**src/rtl/sap_pkg.sv**
```systemverilog
// Shared constants for the SAP controller-sequencer: opcodes, T-state indices
// and control-word bit positions.
package sap_pkg;

    localparam logic [3:0] OP_LDA = 4'h0;
    localparam logic [3:0] OP_ADD = 4'h1;
    localparam logic [3:0] OP_SUB = 4'h2;
    localparam logic [3:0] OP_OUT = 4'hE;
    localparam logic [3:0] OP_HLT = 4'hF;

    localparam int T1 = 0;
    localparam int T2 = 1;
    localparam int T3 = 2;
    localparam int T4 = 3;
    localparam int T5 = 4;
    localparam int T6 = 5;

    localparam int CW_W       = 12;
    localparam int CW_PC_INC  = 0;
    localparam int CW_PC_OUT  = 1;
    localparam int CW_MAR_IN  = 2;
    localparam int CW_RAM_OUT = 3;
    localparam int CW_IR_IN   = 4;
    localparam int CW_IR_OUT  = 5;
    localparam int CW_A_IN    = 6;
    localparam int CW_A_OUT   = 7;
    localparam int CW_B_IN    = 8;
    localparam int CW_ALU_SUB = 9;
    localparam int CW_ALU_OUT = 10;
    localparam int CW_OUT_IN  = 11;

    typedef logic [CW_W-1:0] cw_t;

    localparam cw_t CW_NONE = '0;

    function automatic cw_t cw_bit(input int idx);
        cw_t w_cw;
        w_cw      = CW_NONE;
        w_cw[idx] = 1'b1;
        return w_cw;
    endfunction

endpackage

```
**src/rtl/ring_counter.sv**
```systemverilog
// One-hot T-state ring counter: rotates each clock unless held, and can be
// forced back to the first state early with restart.
module ring_counter #(
    parameter int RING_W = 6
) (
    input  logic              clock,
    input  logic              reset,
    input  logic              hold,
    input  logic              restart,
    output logic [RING_W-1:0] state
);

    logic [RING_W-1:0] r_state;

    always_ff @(posedge clock) begin
        if (reset) begin
            r_state <= RING_W'(1);
        end else if (!hold) begin
            r_state <= restart ? RING_W'(1) : {r_state[RING_W-2:0], r_state[RING_W-1]};
        end
    end

    assign state = r_state;

endmodule

```
**src/rtl/control_sequencer.sv**
```systemverilog
// SAP controller-sequencer: decodes opcode and T-state into bus strobes.
// Optional build macro CTRL_SKIP_NOP_EN ends instructions after their last strobe.
module control_sequencer
    import sap_pkg::*;
#(
    parameter int OPCODE_W = 4,
    parameter int RING_W   = 6
) (
    input  logic                clock,
    input  logic                reset,
    input  logic [OPCODE_W-1:0] opcode,
    output logic [RING_W-1:0]   tstate,
    output logic                pc_inc,
    output logic                pc_out,
    output logic                mar_in,
    output logic                ram_out,
    output logic                ir_in,
    output logic                ir_out,
    output logic                a_in,
    output logic                a_out,
    output logic                b_in,
    output logic                alu_sub,
    output logic                alu_out,
    output logic                out_in,
    output logic                halt,
    output logic                instr_done
);

    logic [RING_W-1:0] w_tstate;
    logic              r_halt;
    cw_t               w_cw;
    cw_t               w_cw_gated;
    logic              w_last;
    logic              w_restart;

    ring_counter #(.RING_W(RING_W)) u_ring (
        .clock   (clock),
        .reset   (reset),
        .hold    (r_halt),
        .restart (w_restart),
        .state   (w_tstate)
    );

    // HLT is seen in T4; the ring still steps once, so it freezes in T5.
    always_ff @(posedge clock) begin
        if (reset) begin
            r_halt <= 1'b0;
        end else if (w_tstate[T4] && opcode == OP_HLT) begin
            r_halt <= 1'b1;
        end
    end

    always_comb begin
        w_cw   = CW_NONE;
        w_last = 1'b0;
        if (w_tstate[T1]) begin
            w_cw = cw_bit(CW_PC_OUT) | cw_bit(CW_MAR_IN);
        end else if (w_tstate[T2]) begin
            w_cw = cw_bit(CW_PC_INC);
        end else if (w_tstate[T3]) begin
            w_cw = cw_bit(CW_RAM_OUT) | cw_bit(CW_IR_IN);
        end else if (w_tstate[T4]) begin
            case (opcode)
                OP_LDA, OP_ADD, OP_SUB: w_cw = cw_bit(CW_IR_OUT) | cw_bit(CW_MAR_IN);
                OP_OUT:                 w_cw = cw_bit(CW_A_OUT) | cw_bit(CW_OUT_IN);
                default:                w_cw = CW_NONE;
            endcase
        end else if (w_tstate[T5]) begin
            case (opcode)
                OP_LDA:         w_cw = cw_bit(CW_RAM_OUT) | cw_bit(CW_A_IN);
                OP_ADD, OP_SUB: w_cw = cw_bit(CW_RAM_OUT) | cw_bit(CW_B_IN);
                default:        w_cw = CW_NONE;
            endcase
        end else if (w_tstate[T6]) begin
            case (opcode)
                OP_ADD:  w_cw = cw_bit(CW_ALU_OUT) | cw_bit(CW_A_IN);
                OP_SUB:  w_cw = cw_bit(CW_ALU_OUT) | cw_bit(CW_A_IN) | cw_bit(CW_ALU_SUB);
                default: w_cw = CW_NONE;
            endcase
        end
`ifdef CTRL_SKIP_NOP_EN
        case (opcode)
            OP_LDA:         w_last = w_tstate[T5];
            OP_ADD, OP_SUB: w_last = w_tstate[T6];
            OP_HLT:         w_last = 1'b0;
            default:        w_last = w_tstate[T4];
        endcase
`else
        w_last = w_tstate[T6];
`endif
    end

    assign w_cw_gated = r_halt ? CW_NONE : w_cw;
    assign w_restart  = w_last & ~r_halt;

    assign tstate     = w_tstate;
    assign halt       = r_halt;
    assign instr_done = w_last & ~r_halt;
    assign pc_inc     = w_cw_gated[CW_PC_INC];
    assign pc_out     = w_cw_gated[CW_PC_OUT];
    assign mar_in     = w_cw_gated[CW_MAR_IN];
    assign ram_out    = w_cw_gated[CW_RAM_OUT];
    assign ir_in      = w_cw_gated[CW_IR_IN];
    assign ir_out     = w_cw_gated[CW_IR_OUT];
    assign a_in       = w_cw_gated[CW_A_IN];
    assign a_out      = w_cw_gated[CW_A_OUT];
    assign b_in       = w_cw_gated[CW_B_IN];
    assign alu_sub    = w_cw_gated[CW_ALU_SUB];
    assign alu_out    = w_cw_gated[CW_ALU_OUT];
    assign out_in     = w_cw_gated[CW_OUT_IN];

    // Only one source may drive the shared bus in any cycle.
    a_bus_exclusive: assert property (@(posedge clock) disable iff (reset)
        $onehot0({pc_out, ram_out, ir_out, a_out, alu_out}));

endmodule

```
**config.mk**
```make
export PLATFORM = sky130hd
export DESIGN_NAME = control_sequencer
export DESIGN_NICKNAME = d
export VERILOG_FILES = /design/src/rtl/sap_pkg.sv /design/src/rtl/ring_counter.sv /design/src/rtl/control_sequencer.sv
export SDC_FILE = /design/constraint.sdc
export NUM_CORES = 1
export LEC_CHECK = 0
export BUFFER_PORTS_ARGS = -buffer_cell sky130_fd_sc_hd__buf_2
export CAP_MARGIN = 10
export CORE_AREA = 2 2 39 41
export DETAILED_ROUTE_END_ITERATION = 12
export DIE_AREA = 0 0 41 43
export GPL_TIMING_DRIVEN = 1
export HOLD_SLACK_MARGIN = 0.1
export PLACE_DENSITY = 0.76
export SLEW_MARGIN = 30
export SYNTH_ARGS = -nofsm -noshare
export SYNTH_HDL_FRONTEND = slang
export SYNTH_SLANG_ARGS = --single-unit
export TNS_END_PERCENT = 1
```
**constraint.sdc**
```tcl
create_clock -name clock -period 1.21 [get_ports clock]
set_clock_uncertainty 0.1 [all_clocks]
set_input_delay 0.0605 -clock clock [delete_from_list [all_inputs] [get_ports clock]]
set_output_delay 0.0605 -clock clock [all_outputs]
set_load 0.01 [all_outputs]
```
==> results.txt, run 1 <==
----------------------------------------------------
[Setup path]
  Required time of the critical path ... 1.05 ns
  Critical path, cell by cell ... buf_4 > nor3b_4 > nand2_1 > nor3_2 > buf_2
  Worst endpoint data arrival time ... 1.30 ns
  Element type at the critical path start ... register
  Worst path slowest cell ... sky130_fd_sc_hd__dfxtp_2
  CP Launch Point ... u_ring.state[2]
  Reg-to-reg critical path startpoint ... halt
  R2R setup slack ... 0.09 ns
  Maximum fanout count along the critical path ... 6
  Critical path type ... register to output pin
  Maximum single-stage delay on the critical path ... 0.33 ns
  Worst setup EP type ... output pin

[Pwr]
  Switching power summed over all nets ... 148 µW
  Maximum resistive drop on vdd ... 330 µV
  Sw Ratio ... 26.2%
  Combinational fraction of design power ... 19.8%
  Power density normalized to cell area ... 792 mW/mm²
  Clock group share of total power ... 36.6%
  Register share of total power ... 43.6%
  Total Power ... 566 µW
  Static leakage ... 0.000342 µW
  Internal power contribution ... 417 µW

[Die]
  Die outline width ... 41 µm
  Effective utilization at floorplan ... 31.8%
  Overall die area ... 0.00176 mm²
  Placeable core region ... 0.00138 mm²
  Total number of placement rows ... 14
  Height of the chip ... 43 µm
  Boundary Pins ... 26

[Min path]
  Worst min-delay path startpoint ... opcode[0]
  Kind of path behind the tightest hold check ... primary input to register

[Detailed routing]
  Via count normalized by instance count ... 4.97
  Post-detailed-route DRC marker count ... 0
  DR vias ... 532
  Wire length reported by the detailed router ... 1.17 mm
  First-iteration detailed-routing DRC count ... 6
  Detailed-routing iteration count for the pre-antenna-repair pass ... 4
  Drt wl/cell ... 10.9 µm
  Post-DRT Antenna Nets ... 0

[Synthesis]
  Post-synth EDFFs ... 0
  Synthesized area per cell ... 8.01 µm²
  FFs w/ async S/R, synth ... 0%
  Yosys Warn Count ... 0
  Number of synthesized register bits ... 7
  Number of distinct library cells after synthesis ... 23
  Post-synthesis instance total ... 55
  Flip-flop cell with the highest count after synthesis ... sky130_fd_sc_hd__dfxtp_1
  Syn Nets ... 61
  Sequential element share of the synthesized area ... 31.8%
  Area of the mapped netlist ... 440 µm²

[Clock tree]
  Clk sink count ... 7
  Later-pin clock latency in the skew report ... 0.25 ns
  Clock tree from TritonCTS ... done
  Clock transition at the registers of the reported paths ... 0.05 ns
  Setup repair bufs after CTS ... 0
  Cts bufs inserted ... 3
  Root Driver ... sky130_fd_sc_hd__clkbuf_4
  Maximum buffer depth of the clock tree ... 2
  Number of levels in the clock H-tree ... 1

[Finish]
  Most frequent cells in the layout ... 24 x sky130_fd_sc_hd__buf_2, 9 x sky130_fd_sc_hd__nor2_1, 5 x sky130_fd_sc_hd__nand2_1, 5 x sky130_fd_sc_hd__dfxtp_1, 5 x sky130_fd_sc_hd__buf_4
  Total number of nets in the final design ... 98
  Growth of design area from synthesis to finish ... 62.2%
  Fraction of final layout cells sized beyond drive strength 1 ... 50.5%
  Number of non-filler instances in the completed layout ... 107
  Antenna diode instance count ... 0
  Leading cell type in the layout, fill and taps excluded ... sky130_fd_sc_hd__buf_2

[Place]
  Port Buffers ... 25
  Number of cells in the design after placement ... 100
  Placement-stage worst setup slack ... -0.0167 ns
  Placer Congestion ... 0.659

[STA]
  Final-report max-slew violation count ... 0
  Max Clk Rate ... 0.686 GHz
  RSZ-0062 raised after global routing ... yes
  Worst-margin pin slew ... 0.347 ns
  Hold Fails Final Rpt ... 0
  Worst Slack Setup Final ... -0.249 ns
  Setup TNS Final ... -1.69 ns
  Setup violations, final ... 11
  Final critical-path share of the clock period ... 121%
  Max transition margin ... 76.7%
  Min cycle time layout ... 1.46 ns

[Global routing]
  Global-route wire length before repair ... 1.71 mm
  Gr usage total ... 14.2%
  Number of antenna violations at the first check in global routing ... 0
  Global route overflow ... 0
  Maximum number of pins on one net before global-route repair ... 15
  Vias in the first global route ... 460

[Run status]
  Outcome ... complete, but fails checks
  Violations in the final reports ... setup timing

[Flow run]
  Max Cap Viol ... 0

----------------------------------------------------
-- per-layer routing --
metal	routed length (µm)	vias to the layer above	part of all wire, %	track usage (%)
met3	88	0	7.5	3.14
met1	459	238	39	15.0
met4	0	0	0	8.00
li1	-	270	-	-
met5	0	-	0	0
met2	621	24	53	24.1
-- per-stage QoR --
stage | hold slack [ns] | util (%) | cell area (µm²)
floorplan | 0.0255 | - | 447
global placement | 0.220 | 45.1 | 624
detailed placement | 0.222 | 45.1 | 624
CTS | 0.192 | 49.9 | 691
global route | 0.256 | 51.6 | 714
finish | 0.213 | 51.6 | 714
-- synthesized netlist by cell type, types with 2 or more instances --
cell / number / area, µm²
sky130_fd_sc_hd__a31oi_1: 2 / 12.5
sky130_fd_sc_hd__a22oi_1: 4 / 30.0
sky130_fd_sc_hd__and2_1: 2 / 12.5
sky130_fd_sc_hd__a21oi_1: 3 / 15.0
sky130_fd_sc_hd__nor3b_1: 2 / 15.0
sky130_fd_sc_hd__nor2_1: 10 / 37.5
sky130_fd_sc_hd__nand2_1: 5 / 18.8
sky130_fd_sc_hd__nor2b_1: 4 / 25.0
sky130_fd_sc_hd__dfxtp_1: 7 / 140
sky130_fd_sc_hd__nor3_2: 3 / 30.0
-- state kept, by name, summed over array words and instances, names as in the netlist --
signal and cells:
u_ring.state 6, halt 1
-- worst max-delay path, delay by kind of cell, from the launching register on --
family / cells / cell delay, ns
DFF: 1 / 0.33
buffers and inverters: 2 / 0.31
and+or+nand+nor: 3 / 0.41
-- power groups by stage --
stage | Clock, µW | Sequential [µW] | Combinational, µW
2_1_floorplan | 0 | 258 | 40.5
3_3_place_gp | 0 | 251 | 96.0
3_5_place_dp | 0 | 251 | 97.7
4_1_cts | 223 | 247 | 107
5_1_grt | 231 | 248 | 123
6_report | 207 | 247 | 112
-- path summary, 6_finish.rpt --
kind / end / cells after the start
hold / removal: halt / 4
setup / recovery: a_out / 5
hold reg to reg: u_ring.state[5] / 2
setup reg to reg: u_ring.state[2] / 4
-- cell type report --
| class | instances | area [µm²] |
|---|---|---|
| clock buffers | 4 | 26.3 |
| fillers | 123 | 669 |
| inverters | 1 | 3.75 |
| multi-input cells | 45 | 309 |
| flip-flops and latches | 7 | 145 |
| well taps | 16 | 20.0 |
| repair buffers | 34 | 210 |
-- logic make-up (layout without fill, tap and decap cells) --
logic type	Yosys count	count (layout)	synth area share, %
xor+xnor	1	1	1.99
flops	7	7	31.8
compound gates	11	11	16.8
buf+inv	3	39	3.69
simple gates	33	33	45.7
-- timing repair --
item,CTS,global route
hold buffers,3,0
hold endpoints to repair,7,0
setup endpoints to repair,11,14
pin swaps,5,1
resized for setup,3,5
Note: power is estimated with default switching activity, not from simulation.
==> run 2, diff against run 1 <==
PLACE_DENSITY = 0.77   (was 0.76)
SYNTH_HIERARCHICAL = 1   (was default)
==> run 2 against run 1 <==
  * The run still ends with setup timing left
  * Synthesized cell count grew 13%
  * Core utilization grew 7.4 points
  * Die area is the same
  * Design area grew 14%
  * Sequential share of layout area shrank 1.6 points
  * Count of clock-buffer cells in the layout is the same
  * Non-clock buffer count grew 6
  * Critical endpoint unchanged
==> results.txt, run 2 <==
----------------------------------------------------
[Run status]
  Outcome ... complete, but fails checks
  Violations in the final reports ... setup timing

[Place]
  Placement-stage cell area ... 681 µm² (+9.0%)
  Post-DP HPWL ... 1.03 mm
  Number of cells in the design after placement ... 110 (+10%)
  Placer Congestion ... 0.763 (+16%)
  Port Buffers ... 25 (unchanged)

[Finish]
  Post-route cell area ... 817 µm² (+14%)
  Fillers ... 128 (+4.1%)
  Max FFs per register ... 6 (unchanged)
  Leading cell type in the layout, fill and taps excluded ... sky130_fd_sc_hd__buf_2
  Total number of nets in the final design ... 110 (+12%)
  Growth of design area from synthesis to finish ... 78.9%
  Number of non-filler instances in the completed layout ... 119 (+11%)
  Antenna diode instance count ... 0 (unchanged)
  Area occupied by multi-input gates ... 335 µm² (+8.5%)
  Fraction of final layout cells sized beyond drive strength 1 ... 56.3% (+5.8 points)
  Most frequent cells in the layout ... 25 x sky130_fd_sc_hd__buf_2, 11 x sky130_fd_sc_hd__buf_4, 9 x sky130_fd_sc_hd__inv_1
  Storage cell area ... 153 µm² (+5.2%)

[Global routing]
  Maximum number of pins on one net before global-route repair ... 11 (-4)
  Global-route met3 utilization ... 3.14% (unchanged)
  Vias in the first global route ... 543 (+18%)
  Number of antenna violations at the first check in global routing ... 0 (unchanged)
  Gr usage total ... 18.8% (+4.5 points)
  Most Used Layer, Global Route ... met2
  Met2 Resource Use GR ... 31.9% (+7.8 points)
  Global-route wire length before repair ... 2.24 mm (+31%)
  GR met1 Demand/Resource ... 21.5% (+6.5 points)
  Global route overflow ... 0 (unchanged)

[Synthesis]
  Sequential element share of the synthesized area ... 30.7% (-1.1 points)
  Area of the mapped netlist ... 457 µm² (+3.7%)
  Share of the synthesized area in the top cell type ... 30.7% (-1.1 points)
  Post-synth EDFFs ... 0 (unchanged)
  Synth top cells by count ... 9 x sky130_fd_sc_hd__inv_1, 7 x sky130_fd_sc_hd__dfxtp_1, 6 x sky130_fd_sc_hd__nand2_1, 6 x sky130_fd_sc_hd__nor2_1, 5 x sky130_fd_sc_hd__o32ai_1
  Number of synthesized register bits ... 7 (unchanged)
  Dominant cell by count in the synthesized netlist ... sky130_fd_sc_hd__inv_1
  FFs w/ async S/R, synth ... 0% (unchanged)
  Synthesized area per cell ... 7.37 µm² (-8.0%)
  Post-synthesis instance total ... 62 (+13%)
  Flip-flop cell with the highest count after synthesis ... sky130_fd_sc_hd__dfxtp_1
  Synth area leaders ... sky130_fd_sc_hd__dfxtp_1 31%, sky130_fd_sc_hd__o32ai_1 9.6%, sky130_fd_sc_hd__inv_1 7.4%, sky130_fd_sc_hd__a31oi_1 5.5%, sky130_fd_sc_hd__nand2_1 4.9%
  Biggest area consumer among synthesized cells ... sky130_fd_sc_hd__dfxtp_1
  Number of distinct library cells after synthesis ... 25 (+8.7%)
  Syn Nets ... 68 (+11%)
  Yosys Warn Count ... 6 (+6)

[Die]
  Height of the chip ... 43 µm (unchanged)
  Total number of placement rows ... 14 (unchanged)
  Effective utilization at floorplan ... 33.0% (+1.2 points)
  Placeable core region ... 0.00138 mm² (unchanged)
  Die outline width ... 41 µm (unchanged)
  Overall die area ... 0.00176 mm² (unchanged)
  Boundary Pins ... 26 (unchanged)

[Setup path]
  Critical path type ... register to output pin
  Cell type group with the largest total delay on the critical path ... simple AND/OR/NAND/NOR gates
  Required time of the critical path ... 1.05 ns (about the same)
  Element type at the critical path start ... register
  Combined buffer and inverter count along the critical path ... 1 (-1)
  Maximum single-stage delay on the critical path ... 0.34 ns (about the same)
  Worst path slowest cell ... sky130_fd_sc_hd__dfxtp_2
  Maximum fanout count along the critical path ... 3 (-3)
  Worst setup EP type ... output pin
  Worst endpoint data arrival time ... 1.33 ns (+0.03 ns)
  Critical path, cell by cell ... nor3_4 > nand2_2 > nor4b_4 > buf_2

[Clock tree]
  Maximum buffer depth of the clock tree ... 2 (unchanged)
  Number of levels in the clock H-tree ... 1 (unchanged)
  Clk sink count ... 7 (unchanged)
  Root Driver ... sky130_fd_sc_hd__clkbuf_4
  Cts bufs inserted ... 3 (unchanged)
  Clock tree from TritonCTS ... done
  Later-pin clock latency in the skew report ... 0.26 ns (about the same)
  Clock transition at the registers of the reported paths ... 0.05 ns (about the same)

[Min path]
  Kind of path behind the tightest hold check ... primary input to register

[Pwr]
  Maximum resistive drop on vdd ... 406 µV (+23%)
  Static leakage ... 0.000377 µW (+10%)
  Total Power ... 609 µW (+7.6%)
  Power density normalized to cell area ... 745 mW/mm² (-5.9%)

[STA]
  Worst Slack Setup Final ... -0.282 ns (-0.0332 ns)
  Worst-margin pin slew ... 0.310 ns (-0.0366 ns)
  Min cycle time layout ... 1.49 ns (+0.0332 ns)
  Hold Fails Final Rpt ... 0 (unchanged)
  Setup violations, final ... 11 (unchanged)
  Final critical-path share of the clock period ... 123% (+2.7 points)
  Final-report max-slew violation count ... 0 (unchanged)
  Max transition margin ... 79.2% (+2.5 points)
  Max Clk Rate ... 0.670 GHz (-2.2%)
  RSZ-0062 raised after global routing ... yes

[Detailed routing]
  Via count normalized by instance count ... 5.18 (+4.1%)
  First-iteration detailed-routing DRC count ... 3 (-3)
  Detailed-routing iteration count for the pre-antenna-repair pass ... 2 (-2)
  Wire length reported by the detailed router ... 1.57 mm (+34%)
  DR vias ... 616 (+16%)
  Post-detailed-route DRC marker count ... 0 (unchanged)
  Drt wl/cell ... 13.2 µm (+21%)
  Post-DRT Antenna Nets ... 0 (unchanged)

[Flow run]
  Max Cap Viol ... 0 (unchanged)

----------------------------------------------------
[run 2: kinds of logic (layout without fill, tap and decap cells)]
kind of cell	count (synthesis)	in the layout	synth area share (%)
simple gates	31	31	38.6
buf+inv	12	53	11.0
compound gates	11	11	17.8
xor+xnor	1	1	1.92
flops	7	7	30.7
[run 2: timing repair]
item                                    CTS  global route
hold endpoints to repair                  7             0
setup buffers                             2             0
endpoints found under the setup margin   12            17
gates resized for setup                   9             7
pin swaps                                 4             3
hold buffers                              3             0
[run 2: per-layer routing]
metal,share of wire (%),vias up
met4,1.3,0
met2,52,22
met5,0,-
li1,-,300
met1,40,292
met3,6.1,2
[run 2: metrics by stage]
| step | hold slack, ns | worst slack [ns] | setup TNS, ns | utilization [%] |
|---|---|---|---|---|
| global route | 0.255 | -0.372 | -2.89 | 59.0 |
| finish | 0.218 | -0.282 | -1.94 | 59.0 |
| global placement | 0.241 | 0.00636 | 0 | 49.2 |
| floorplan | 0.0255 | -0.115 | -0.159 | - |
| CTS | 0.188 | -0.281 | -1.78 | 56.2 |
| detailed placement | 0.249 | -0.0227 | -0.0440 | 49.2 |
[run 2: cell type report]
cell class                      count  share of cell area (%)
Clock buffer                        4                    3.22
Inverter                            9                    4.13
Timing Repair Buffer               40                    30.5
Sequential cell                     7                    18.7
Multi-Input combinational cell     43                    41.0
Tap cell                           16                    2.45
[run 2: where the power goes]
group / internal [µW] / total [µW] / leakage [µW] / switching, µW
clock network: 126 / 217 / 0.0000150 / 91.1
logic: 72.4 / 144 / 0.000302 / 71.8
registers: 237 / 247 / 0.0000602 / 10.6
[run 2: tightest hold or removal path: stages]
cell and delay, ns:
sky130_fd_sc_hd__buf_2 0.11, sky130_fd_sc_hd__and3_1 0.19, sky130_fd_sc_hd__a31oi_1 0.09, sky130_fd_sc_hd__nor2_1 0.08
[run 2: final timing paths]
check                     to  cells after the start  slack [ns]            start
max                    a_out                      4       -0.28  u_ring/state[1]
min                     halt                      4        0.22        opcode[3]
max reg2reg  u_ring/state[1]                      3        0.05  u_ring/state[5]
min reg2reg  u_ring/state[5]                      2        0.41  u_ring/state[5]
